[src/rtl/creek_run_ctrl.sv]
// creek_run_ctrl: Avalon-MM run-control slave that loads Creek imem, runs/halts the core, counts run cycles, reports completion
// Optional trace FIFO is built only when the macro CREEK_TRACE_EN is defined.
// Ports: clk, reset_n (async active-low); avs_* Avalon-MM slave (addr MSB selects imem window vs registers);
//        im_wraddr/im_wrdata/im_wren imem write port; pause_n core run enable;
//        local_init_done, waiting core status; cur_pc/cur_instr/cur_state core observation for LASTPC/trace.
module creek_run_ctrl #(
  parameter int ADDR_WIDTH  = 10,
  parameter int INSTR_WIDTH = 16,
  parameter int PC_WIDTH    = 10,
  parameter int STATE_WIDTH = 5,
  parameter int CYCLE_WIDTH = 32,
  parameter int TRACE_DEPTH = 16
) (
  input  logic                   clk,
  input  logic                   reset_n,
  input  logic [ADDR_WIDTH:0]    avs_address,
  input  logic                   avs_write,
  input  logic [31:0]            avs_writedata,
  input  logic                   avs_read,
  output logic [31:0]            avs_readdata,
  output logic [ADDR_WIDTH-1:0]  im_wraddr,
  output logic [INSTR_WIDTH-1:0] im_wrdata,
  output logic                   im_wren,
  output logic                   pause_n,
  input  logic                   local_init_done,
  input  logic                   waiting,
  input  logic [PC_WIDTH-1:0]    cur_pc,
  input  logic [INSTR_WIDTH-1:0] cur_instr,
  input  logic [STATE_WIDTH-1:0] cur_state
);
  typedef enum logic [1:0] {IDLE, WAIT_INIT, RUN, DONE} state_t;
  state_t state, state_nx;
  logic waiting_q, err, ovf, busy, reg_sel, ctrl_wr, start, halt, clr_err, im_wr, im_ok, go, done_edge;
  logic [CYCLE_WIDTH-1:0] cycles;
  logic [STATE_WIDTH+PC_WIDTH-1:0] lastpc;
  logic [31:0] rd_mux, trace_rd;
  logic unused_bits;
  assign unused_bits = ^{avs_writedata, cur_instr, 1'(TRACE_DEPTH)};
  assign reg_sel   = ~avs_address[ADDR_WIDTH];
  assign ctrl_wr   = avs_write & reg_sel & (avs_address[1:0] == 2'd0);
  assign start     = ctrl_wr & avs_writedata[0];
  assign halt      = ctrl_wr & avs_writedata[1];
  assign clr_err   = ctrl_wr & avs_writedata[2];
  assign busy      = (state == WAIT_INIT) | (state == RUN);
  assign im_wr     = avs_write & ~reg_sel;
  assign im_ok     = im_wr & ~busy;
  // halt suppresses start in the same write; start while busy is ignored
  assign go        = start & ~halt & ~busy;
  assign done_edge = (state == RUN) & waiting & ~waiting_q;
  always_comb begin
    state_nx = state;
    state_nx = (halt & busy) ? IDLE :
               go ? WAIT_INIT :
               (state == WAIT_INIT && local_init_done) ? RUN :
               done_edge ? DONE : state;
  end
  assign rd_mux = ~reg_sel ? 32'd0 :
                  (avs_address[1:0] == 2'd0) ? {27'd0, ovf, err, busy, state} :
                  (avs_address[1:0] == 2'd1) ? 32'(cycles) :
                  (avs_address[1:0] == 2'd2) ? 32'(lastpc) : trace_rd;
  always_ff @(posedge clk or negedge reset_n) begin
    if (!reset_n) begin
      state        <= IDLE;
      pause_n      <= 1'b0;
      waiting_q    <= 1'b1;
      cycles       <= '0;
      err          <= 1'b0;
      lastpc       <= '0;
      avs_readdata <= '0;
      im_wren      <= 1'b0;
      im_wraddr    <= '0;
      im_wrdata    <= '0;
    end else begin
      state        <= state_nx;
      pause_n      <= state_nx == RUN;
      waiting_q    <= waiting;
      cycles       <= go ? '0 : (state == RUN && ~&cycles) ? cycles + CYCLE_WIDTH'(1) : cycles;
      err          <= (im_wr & busy) | (err & ~clr_err);
      avs_readdata <= avs_read ? rd_mux : 32'd0;
      im_wren      <= im_ok;
      if (state == RUN && state_nx == DONE) lastpc <= {cur_state, cur_pc};
      if (im_ok) begin
        im_wraddr <= avs_address[ADDR_WIDTH-1:0];
        im_wrdata <= avs_writedata[INSTR_WIDTH-1:0];
      end
    end
  end
`ifdef CREEK_TRACE_EN
  localparam int PW = $clog2(TRACE_DEPTH);
  logic [31:0] fifo [TRACE_DEPTH];
  logic [PW:0] wp, rp;
  logic [PC_WIDTH-1:0] pc_q;
  logic push, pop, full, empty, drop, wr_en;
  assign empty    = wp == rp;
  // pointers carry one extra wrap bit: full when indices match but wrap bits differ
  assign full     = (wp ^ rp) == {1'b1, {PW{1'b0}}};
  assign pop      = avs_read & reg_sel & (avs_address[1:0] == 2'd3) & ~empty;
  assign push     = (state == RUN) & (cur_pc != pc_q);
  // a pop in the same cycle frees the slot, so a full FIFO still accepts the push
  assign drop     = push & full & ~pop;
  assign wr_en    = push & ~drop;
  assign trace_rd = empty ? 32'hFFFF_FFFF : fifo[rp[PW-1:0]];
  always_ff @(posedge clk) begin
    if (wr_en) fifo[wp[PW-1:0]] <= 32'({cur_state, cur_pc, cur_instr});
  end
  always_ff @(posedge clk or negedge reset_n) begin
    if (!reset_n) begin
      wp   <= '0;
      rp   <= '0;
      pc_q <= '0;
      ovf  <= 1'b0;
    end else begin
      pc_q <= cur_pc;
      wp   <= go ? '0 : wp + {{PW{1'b0}}, wr_en};
      rp   <= go ? '0 : rp + {{PW{1'b0}}, pop};
      ovf  <= drop | (ovf & ~clr_err);
    end
  end
`else
  assign ovf      = 1'b0;
  assign trace_rd = 32'd0;
`endif
endmodule
[config.mk]
export PLATFORM = sky130hd
export DESIGN_NAME = creek_run_ctrl
export DESIGN_NICKNAME = d
export VERILOG_FILES = /design/src/rtl/creek_run_ctrl.sv
export SDC_FILE = /design/constraint.sdc
export NUM_CORES = 1
export LEC_CHECK = 0
export ABC_AREA = 1
export BUFFER_PORTS_ARGS = -buffer_cell sky130_fd_sc_hd__buf_2
export CORE_MARGIN = 4
export CORE_UTILIZATION = 30
export DETAILED_ROUTE_END_ITERATION = 10
export GPL_TIMING_DRIVEN = 0
export PLACE_DENSITY = 0.55
export SYNTH_ARGS = -nofsm -noshare
export SYNTH_HDL_FRONTEND = slang
export SYNTH_SLANG_ARGS = --single-unit
[constraint.sdc]
create_clock -name clk -period 2.3 [get_ports clk]
set_input_delay 0.46 -clock clk [delete_from_list [all_inputs] [get_ports clk]]
set_output_delay 0.46 -clock clk [all_outputs]
set_load 0.05 [all_outputs]
Word level (Yosys, flattened, before mapping):

Index checks and enable logic that the tools add are counted.

* register bits after elaboration: 111
* output and inout port bits: 60

* add/sub/neg operators: 1
* equal/unequal tests: 6
* multiplexer cells: 11
* bitwise gates (word level): 21
* reductions and logical operators: 7

Operator list (number)
* $mux 32: 6
* $add 32x1->32 const B: 1
* $reduce_and 32->1: 1
* $mux 15: 1
* $and 1x1->1: 14
* $eq 2x2->1 const B: 4
* $mux 2: 4
* $not 1->1: 5
* $eq 2x1->1 const B: 2
* $logic_and 1x1->1: 3
* $logic_not 2->1: 1
* $or 1x1->1: 2
* $reduce_bool 2->1: 1
* $logic_not 1->1: 1

Longest topological paths before layout:

Gate-level depths: netlist of the first run.

* depth after elaboration: 11
* gate-level depth with buffers: 12
* mapped depth without buffers: 11

Least setup slack after synthesis of the first run:

OpenSTA, ideal clock, no wires.

* path kind: reg2reg
* from: register state[0]
* to: register lastpc[10]
* library setup time: 116 ps
* arrival: 1620 ps
* data required time: 2184 ps
* setup slack: 564 ps
* cell stages (with the launch flop): 10
* path buffers: 2
* period minus slack after synthesis: 1736 ps
* path through: dfrtp_1 inv_1 ha_1 buf_2 inv_1 nor2_1 nand2_2 buf_2 nand2_1 nand2_1

* word-level cells in the longest chain between the ends: 9
* elaborated cells on any way between the ends: 15
* classes of those cells: 3 x eq/ne; 4 x mux; 6 x bitwise; 2 x reduce/logical

Ends and longest elaborated chain
* start, declared: line 32 `state_t state, state_nx;`
* start signal, assigned: line 74 `state <= state_nx;`
* $eq 2x2->1: line 44, 49, 81
* $and 1x1->1 (2 in a row): line 49 `assign done_edge = (state == RUN) & waiting & ~waiting_q;`
* $mux 2: line 55 `done_edge ? DONE : state;`
* $mux 2: line 54 `(state == WAIT_INIT && local_init_done) ? RUN :`
* $mux 2: line 53 `go ? WAIT_INIT :`
* $mux 2: line 52 `state_nx = (halt & busy) ? IDLE :`
* $eq 2x2->1: line 81 `if (state == RUN && state_nx == DONE) lastpc <= {cur_state, cur_pc};`
* $logic_and 1x1->1 *: line 81
* end signal, assigned: line 81
* end, declared: line 35 `logic [STATE_WIDTH+PC_WIDTH-1:0] lastpc;`

Mark *: on every way between the ends. The rest lies on a longest branch, timed or not.
A chain may end at the register's enable or synchronous reset.

Final worst setup path of the first run:

* from: register state[0]
* to: register lastpc[8]

The elaborated chain is that of the path after synthesis.

==> flow_summary_export.csv, run 1 <==
group,metric,value,unit
sta,setup_viol,0,
sta,max_slew.worst_pin.slew,0.600,ns
die,io_pins,140,
pwr,pwr-share-seq,39.0,%
yosys,synthCells,663,
pwr,p_int,0.00401,W
yosys,synth_fa_ha_area_share,0.715,%
sta,fmax,481,MHz
placed_design,dpl.hpwl,10.5,mm
placed_design,gp_congestion,0.905,
yosys,yosysWarnings,0,
setup_path,path_class,"reg -> reg",
yosys,synth_enable_flop_cells,0,
setup_path,slowest_stage,"dfrtp_1",
global_routing,antenna_found_initial,0,
sta,finalMaxSlewViolations,0,
yosys,synthSimpleGateAreaFrac,36.1,%
yosys,synth-compound-area-share,3.03,%
route,vias,4554,
outcome,status,"complete, no violations",
route,routed_via_density,4.50,
setup_path,critPathBufInv,4,
setup_path,r2r_slack,0.22,ns
die,row_count,48,
yosys,yosys-top-cells-count,"256 x nand2_1, 110 x dfrtp_1, 68 x nand3_1, 59 x nor2_1, 39 x inv_1",
yosys,synth.area.top_cells,"dfrtp_1 52%, nand2_1 18%, nand3_1 6.5%",
pwr,peakVddDrop,0.477,mV
final_layout,seq_area,2780,sq um
sta,slew_headroom,60.0,%
route,drt_pre_antenna_iters,5,
cts,cts_buffer_depth,2,
final_layout,fillers,1830,
cts,cts_tree,"yes",
setup_path,cp-start-kind,"flop",
die,fp.coreArea,17200,sq um
yosys,syn_nets,746,
final_layout,drive_gt1_share,19.8,%
hold_path,hold_class,"in -> async",
cts,cts.clk_slew.worst_paths,0.07,ns
setup_path,endpoint_kind,"flop",
die,die-area,19700,sq um
final_layout,multiInputGateArea,2180,sq um
die,start_util,30.5,%
yosys,synthMuxAreaShare,0,%
die,die_w,140,um
flow_run,drv_cap,0,
global_routing,grt_pass1_vias,4553,
sta,rsz0062_at_grt,"false",
setup_path,cp.required,2.55,ns
sta,worst_slack,0.219,ns
sta,fin_skew,0.0148,ns
route,drt_iter0_drc,268,
yosys,post-synth-top-area-cell,"dfrtp_1",
cts,cts_sinks,111,
global_routing,grt.overflow.total,0,
route,drt_drc_violations_left,0,
sta,hold_viol,0,
placed_design,place_ws,0.0483,ns
cts,clockRootBuffer,"clkbuf_16",
setup_path,critPathMaxFanout,10,
die,die_y,140,um
pwr,p_comb_share,38.5,%
yosys,synth_cell_type_count,31,
global_routing,grt_max_degree,61,
yosys,synth_top_family_by_area,"simple AND/OR/NAND/NOR gates",
setup_path,arrival,2.33,ns
sta,final.setup.tns,0,ns
yosys,avgSynthCellArea,7.92,sq um
final_layout,antenna_cells,0,
yosys,synth_top_area_share,52.4,%
pwr,p_per_area,1110,nW/um^2
cts,cts-buffers-inserted,9,
cts,clkLatencyLatePin,0.36,ns
yosys,netlist_area,5250,sq um
pwr,netSwitchingPower,0.00308,W
setup_path,slowest_delay,0.38,ns
yosys,synthArstFlopShare,100,%
yosys,yosysSeqAreaShare,52.9,%
placed_design,place.port_buffers,106,
yosys,ys_ff_latch,111,
pwr,switching_share,43.4,%
yosys,synthXorXnorAreaFrac,1.67,%
route,ant_nets,0,
setup_path,worstPathCellList,"inv_1, ha_1, buf_2, inv_1, nor2_2, nand2_2, buf_2, nand2_1, nand2_1",
global_routing,grt_usage,14.7,%
cts,h-tree-depth,3,
sta,fin_crit,2.08,ns
yosys,yosysMostFrequentCell,"nand2_1",
pwr,clock_power_share,22.5,%
sta,period_share,90.5,%
route,wl_per_cell,13.7,um
pwr,p_leak,3.32,nW
route,wl,13.8,mm
global_routing,grt_pass1_wl,23.2,mm
setup_path,critical-path-top-delay-family,"buffers and inverters",
yosys,ys.flop_type,"dfrtp_1",
final_layout,area_growth,21.9,%
final_layout,fin_nets,864,
[worst paths after layout]
path,startpoint,depth (start not counted),endpoint
worst max-delay path,state[0]$_DFF_PN0_,9,lastpc[8]$_DFFE_PN0P_
worst min-delay path,reset_n,1,avs_readdata[24]$_DFF_PN0_
worst max register to register,state[0]$_DFF_PN0_,9,lastpc[8]$_DFFE_PN0P_
worst min register to register,im_wraddr[2]$_DFFE_PN0P_,2,im_wraddr[2]$_DFFE_PN0P_
max in group asynchronous,reset_n,2,waiting_q$_DFF_PN1_
min in group clk,waiting,1,waiting_q$_DFF_PN1_
[cell families (layout without fill, tap and decap cells)]
group,Yosys count,after routing
AND/OR/NAND/NOR,440,440
AO/OA/AOI/OAI,29,29
buffers and inverters,70,193
XOR/XNOR,10,10
flip-flops,111,111
adder cells (fa/ha/maj),3,3
[layout by cell type (no fill, tap or decap), types with 3 or more instances in the layout]
master | netlist | layout
o21ai_0 | 8 | 8
nand4_1 | 20 | 20
nand2_2 | 3 | 3
a21oi_1 | 14 | 14
nor2_4 | 3 | 3
nor2_2 | 3 | 4
clkbuf_16 | 0 | 9
nand3b_1 | 3 | 3
nand2_1 | 256 | 256
clkbuf_1 | 16 | 15
buf_6 | 2 | 3
inv_2 | 5 | 5
nand2_4 | 3 | 3
dfrtp_1 | 110 | 110
ha_1 | 3 | 3
clkinv_4 | 1 | 3
buf_2 | 6 | 111
nor2_1 | 59 | 58
or2_2 | 4 | 4
nor3_1 | 16 | 16
nand3_1 | 68 | 68
inv_1 | 39 | 39
xor2_1 | 7 | 7
xnor2_1 | 3 | 3
[layout make-up]
cell class / instances / share of cell area (%)
Multi-Input combinational cell: 482 / 34.1
Sequential cell: 111 / 43.4
Clock inverter: 6 / 1.11
Clock buffer: 10 / 3.58
Tap cell: 225 / 4.40
Inverter: 45 / 2.72
Buffer: 25 / 1.86
Timing Repair Buffer: 107 / 8.82
[flip-flops by register name, indices dropped and copies added (netlist names)]
register / count
avs_readdata: 32
cycles: 32
im_wrdata: 16
lastpc: 15
im_wraddr: 10
state: 2
err: 1
im_wren: 1
pause_n: 1
waiting_q: 1
[metrics by stage]
stage	power [W]	utilization, %	hold slack [ns]	instances	area [sq um]
floorplan	0.00477	-	0.164	663	5250
global placement	0.00552	35.2	0.451	994	6060
detailed placement	0.00555	35.4	0.446	995	6090
CTS	0.00717	37.1	0.0672	1011	6390
global route	0.00755	37.1	0.0870	1011	6400
finish	0.00708	37.1	0.0467	1011	6400
[power groups by stage]
stage / registers [W] / clock network [W] / logic (W)
after detailed placement: 0.00279 / 0 / 0.00276
after global placement: 0.00279 / 0 / 0.00273
after CTS: 0.00276 / 0.00164 / 0.00276
after global routing: 0.00284 / 0.00172 / 0.00299
final: 0.00276 / 0.00159 / 0.00273
after floorplan: 0.00361 / 0 / 0.00116
[per-layer routing]
metal  up-vias  part of all wire, %  GRT usage, %
li1       2345                    -             -
met1      2107                   48          20.1
met2        85                   46          23.5
met3        17                  3.4          2.42
met4         0                  2.2          5.25
met5         -                    0             0
[what timing repair did]
| item | in CTS | in global routing |
|---|---|---|
| gates resized for setup | 0 | 5 |
| hold buffers | 0 | 0 |
| setup endpoints to repair | 0 | 29 |
| setup buffers | 0 | 0 |
(Power assumes the default switching activity.)
==> run 2: changes to the inputs <==
--- a/config.mk
+++ b/config.mk
@@ -7,11 +7,11 @@
 export LEC_CHECK = 0
 export ABC_AREA = 1
 export BUFFER_PORTS_ARGS = -buffer_cell sky130_fd_sc_hd__buf_2
-export CORE_MARGIN = 4
-export CORE_UTILIZATION = 30
+export CORE_UTILIZATION = 53
 export DETAILED_ROUTE_END_ITERATION = 10
 export GPL_TIMING_DRIVEN = 0
-export PLACE_DENSITY = 0.55
+export PLACE_DENSITY = 0.85
+export SETUP_SLACK_MARGIN = 0.05
 export SYNTH_ARGS = -nofsm -noshare
 export SYNTH_HDL_FRONTEND = slang
 export SYNTH_SLANG_ARGS = --single-unit
==> flow_summary_export.csv, run 2 (synthesized netlist as in run 1, its figures left out) <==
group,metric,value,unit
outcome,status,"complete, no violations",
pwr,p_per_area,1090,nW/um^2
setup_path,r2r_slack,0.20,ns
die,start_util,55.7,%
pwr,pwr-share-seq,41.0,%
route,drt_drc_violations_left,0,
cts,cts_buffer_depth,2,
final_layout,final_cell_mix,"256 x nand2_1, 111 x buf_2, 110 x dfrtp_1, 68 x nand3_1, 58 x nor2_1",
sta,slew_headroom,56.4,%
flow_run,drv_cap,0,
global_routing,grt_usage,27.4,%
setup_path,cp.depth,8,
sta,fin_skew,0.0251,ns
pwr,switching_share,45.7,%
cts,cts.clk_slew.worst_paths,0.12,ns
sta,setup_viol,0,
cts,clkLatencyLatePin,0.38,ns
route,vias,4804,
final_layout,drive_gt1_share,19.8,%
die,io_pins,140,
setup_path,slowest_stage,"dfrtp_1",
setup_path,ff2ff_path_depth,8,
die,die_w,102,um
sta,finalMaxSlewViolations,0,
setup_path,cp.required,2.62,ns
setup_path,critPathMostFrequentCell,"inv_1",
global_routing,grt_pass1_vias,4608,
setup_path,timing.rr.end,"cycles[2]$_DFFE_PN0P_",
sta,fmax,476,MHz
sta,max_slew.worst_pin.slew,0.654,ns
final_layout,antenna_cells,0,
placed_design,dpl.hpwl,9.90,mm
cts,h-tree-depth,3,
hold_path,hold_class,"in -> async",
setup_path,cp-start-kind,"flop",
sta,hold_viol,0,
setup_path,critPathCapture,"cycles[2]$_DFFE_PN0P_",
final_layout,fin_nets,864,
cts,cts_sinks,111,
route,routed_via_density,5.25,
setup_path,arrival,2.42,ns
final_layout,reg_top3,"avs_readdata x32, cycles x32, im_wrdata x16",
cts,cts_setup_buffers,0,
cts,cts-buffers-inserted,9,
cts,cts_tree,"yes",
placed_design,place.port_buffers,106,
setup_path,slowest_delay,0.41,ns
final_layout,fillers,805,
route,drt_pre_antenna_iters,5,
final_layout,area_growth,17.7,%
setup_path,worstPathCellList,"inv_1, ha_1, buf_2, inv_1, a21oi_1, clkbuf_2, nand3_1, nand2_1",
global_routing,grt_pass1_wl,21.8,mm
global_routing,grt_max_degree,61,
setup_path,critPathMaxFanout,10,
route,wl,13.1,mm
final_layout,final_common_cell,"nand2_1",
setup_path,path_class,"reg -> reg",
setup_path,critPathBufInv,4,
pwr,p_int,0.00367,W
pwr,netSwitchingPower,0.00309,W
final_layout,final_area,6180,sq um
setup_path,critical-path-top-delay-family,"buffers and inverters",
route,wl_per_cell,14.4,um
sta,rsz0062_at_grt,"false",
die,die-area,10300,sq um
setup_path,critPathLaunch,"state[0]$_DFF_PN0_",
setup_path,worst_r2r_startpoint,"state[0]$_DFF_PN0_",
die,fp.coreArea,9420,sq um
die,die_y,102,um
route,ant_nets,0,
pwr,p_leak,3.27,nW
global_routing,antenna_found_initial,0,
sta,final.setup.tns,0,ns
route,drt_iter0_drc,319,
die,row_count,35,
cts,clockRootBuffer,"clkbuf_8",
sta,period_share,91.3,%
global_routing,grt.overflow.total,0,
placed_design,gp_congestion,0.917,
sta,fin_crit,2.10,ns
pwr,peakVddDrop,0.707,mV
placed_design,placed_cell_area,5970,sq um
pwr,clock_power_share,18.0,%
setup_path,endpoint_kind,"flop",
pwr,p_comb_share,40.9,%
[run 2: changes by cell type in the layout (fill, tap and decap cells not counted), sizes merged]
cell / previous run / this run
clkinv: 4 / 2
inv: 45 / 47
[run 2: power by group through the flow]
stage | sequential (W) | clock [W] | combinational, W
6_report | 0.00277 | 0.00122 | 0.00277
3_3_place_gp | 0.00277 | 0 | 0.00265
3_5_place_dp | 0.00280 | 0 | 0.00276
5_1_grt | 0.00283 | 0.00130 | 0.00301
4_1_cts | 0.00276 | 0.00122 | 0.00276
2_1_floorplan | 0.00361 | 0 | 0.00116
[run 2: cell type report]
class                           count  area (sq um)  share of cell area, %
Timing Repair Buffer              107           561                   9.07
Sequential cell                   111          2780                   45.0
Buffer                             25           119                   1.92
Tap cell                          129           161                   2.61
Multi-Input combinational cell    482          2180                   35.3
Inverter                           45           174                   2.81
Clock inverter                      6          75.1                   1.22
Clock buffer                       10           128                   2.07
[run 2: timing repair]
item                                    CTS  global route
endpoints found under the setup margin    0            30
hold buffers                              0             0
resized for setup                         0             5
[run 2: worst min-delay path by stage]
stage | from | endpoint
5_1_grt | reset_n | avs_readdata[1]$_DFF_PN0_
3_5_place_dp | im_wrdata[9]$_DFFE_PN0P_ | im_wrdata[9]$_DFFE_PN0P_
2_1_floorplan | reset_n | avs_readdata[0]$_DFF_PN0_
6_report | reset_n | avs_readdata[1]$_DFF_PN0_
3_3_place_gp | im_wrdata[14]$_DFFE_PN0P_ | im_wrdata[14]$_DFFE_PN0P_
4_1_cts | reset_n | avs_readdata[1]$_DFF_PN0_
[run 2: worst reg2reg max path, delay by kind of cell, from the launching register on]
| family | cells | cell delay (ns) |
|---|---|---|
| buffers and inverters | 4 | 0.82 |
| flip-flops | 1 | 0.41 |
| AO/OA/AOI/OAI | 1 | 0.31 |
| adder cells (fa/ha/maj) | 1 | 0.26 |
| AND/OR/NAND/NOR | 2 | 0.24 |
[run 2: per-stage QoR]
stage                     util, %  hold slack, ns  power, W  setup slack [ns]  instances
after global placement       63.1           0.448   0.00543            -0.424        898
after CTS                    65.6           0.122   0.00675            0.0662        915
final                        65.6          0.0978   0.00676             0.200        915
after floorplan                 -           0.164   0.00477             0.564        663
after detailed placement     63.4           0.458   0.00555            0.0918        899
after global routing         65.6           0.140   0.00714            0.0960        915
[run 2: metal layers]
layer | track usage [%] | up-vias | share of wire, %
met5 | 0 | - | 0
met4 | 9.70 | 0 | 1.7
met3 | 3.45 | 18 | 4.7
met2 | 46.6 | 149 | 49
met1 | 36.2 | 2291 | 45
li1 | - | 2346 | -
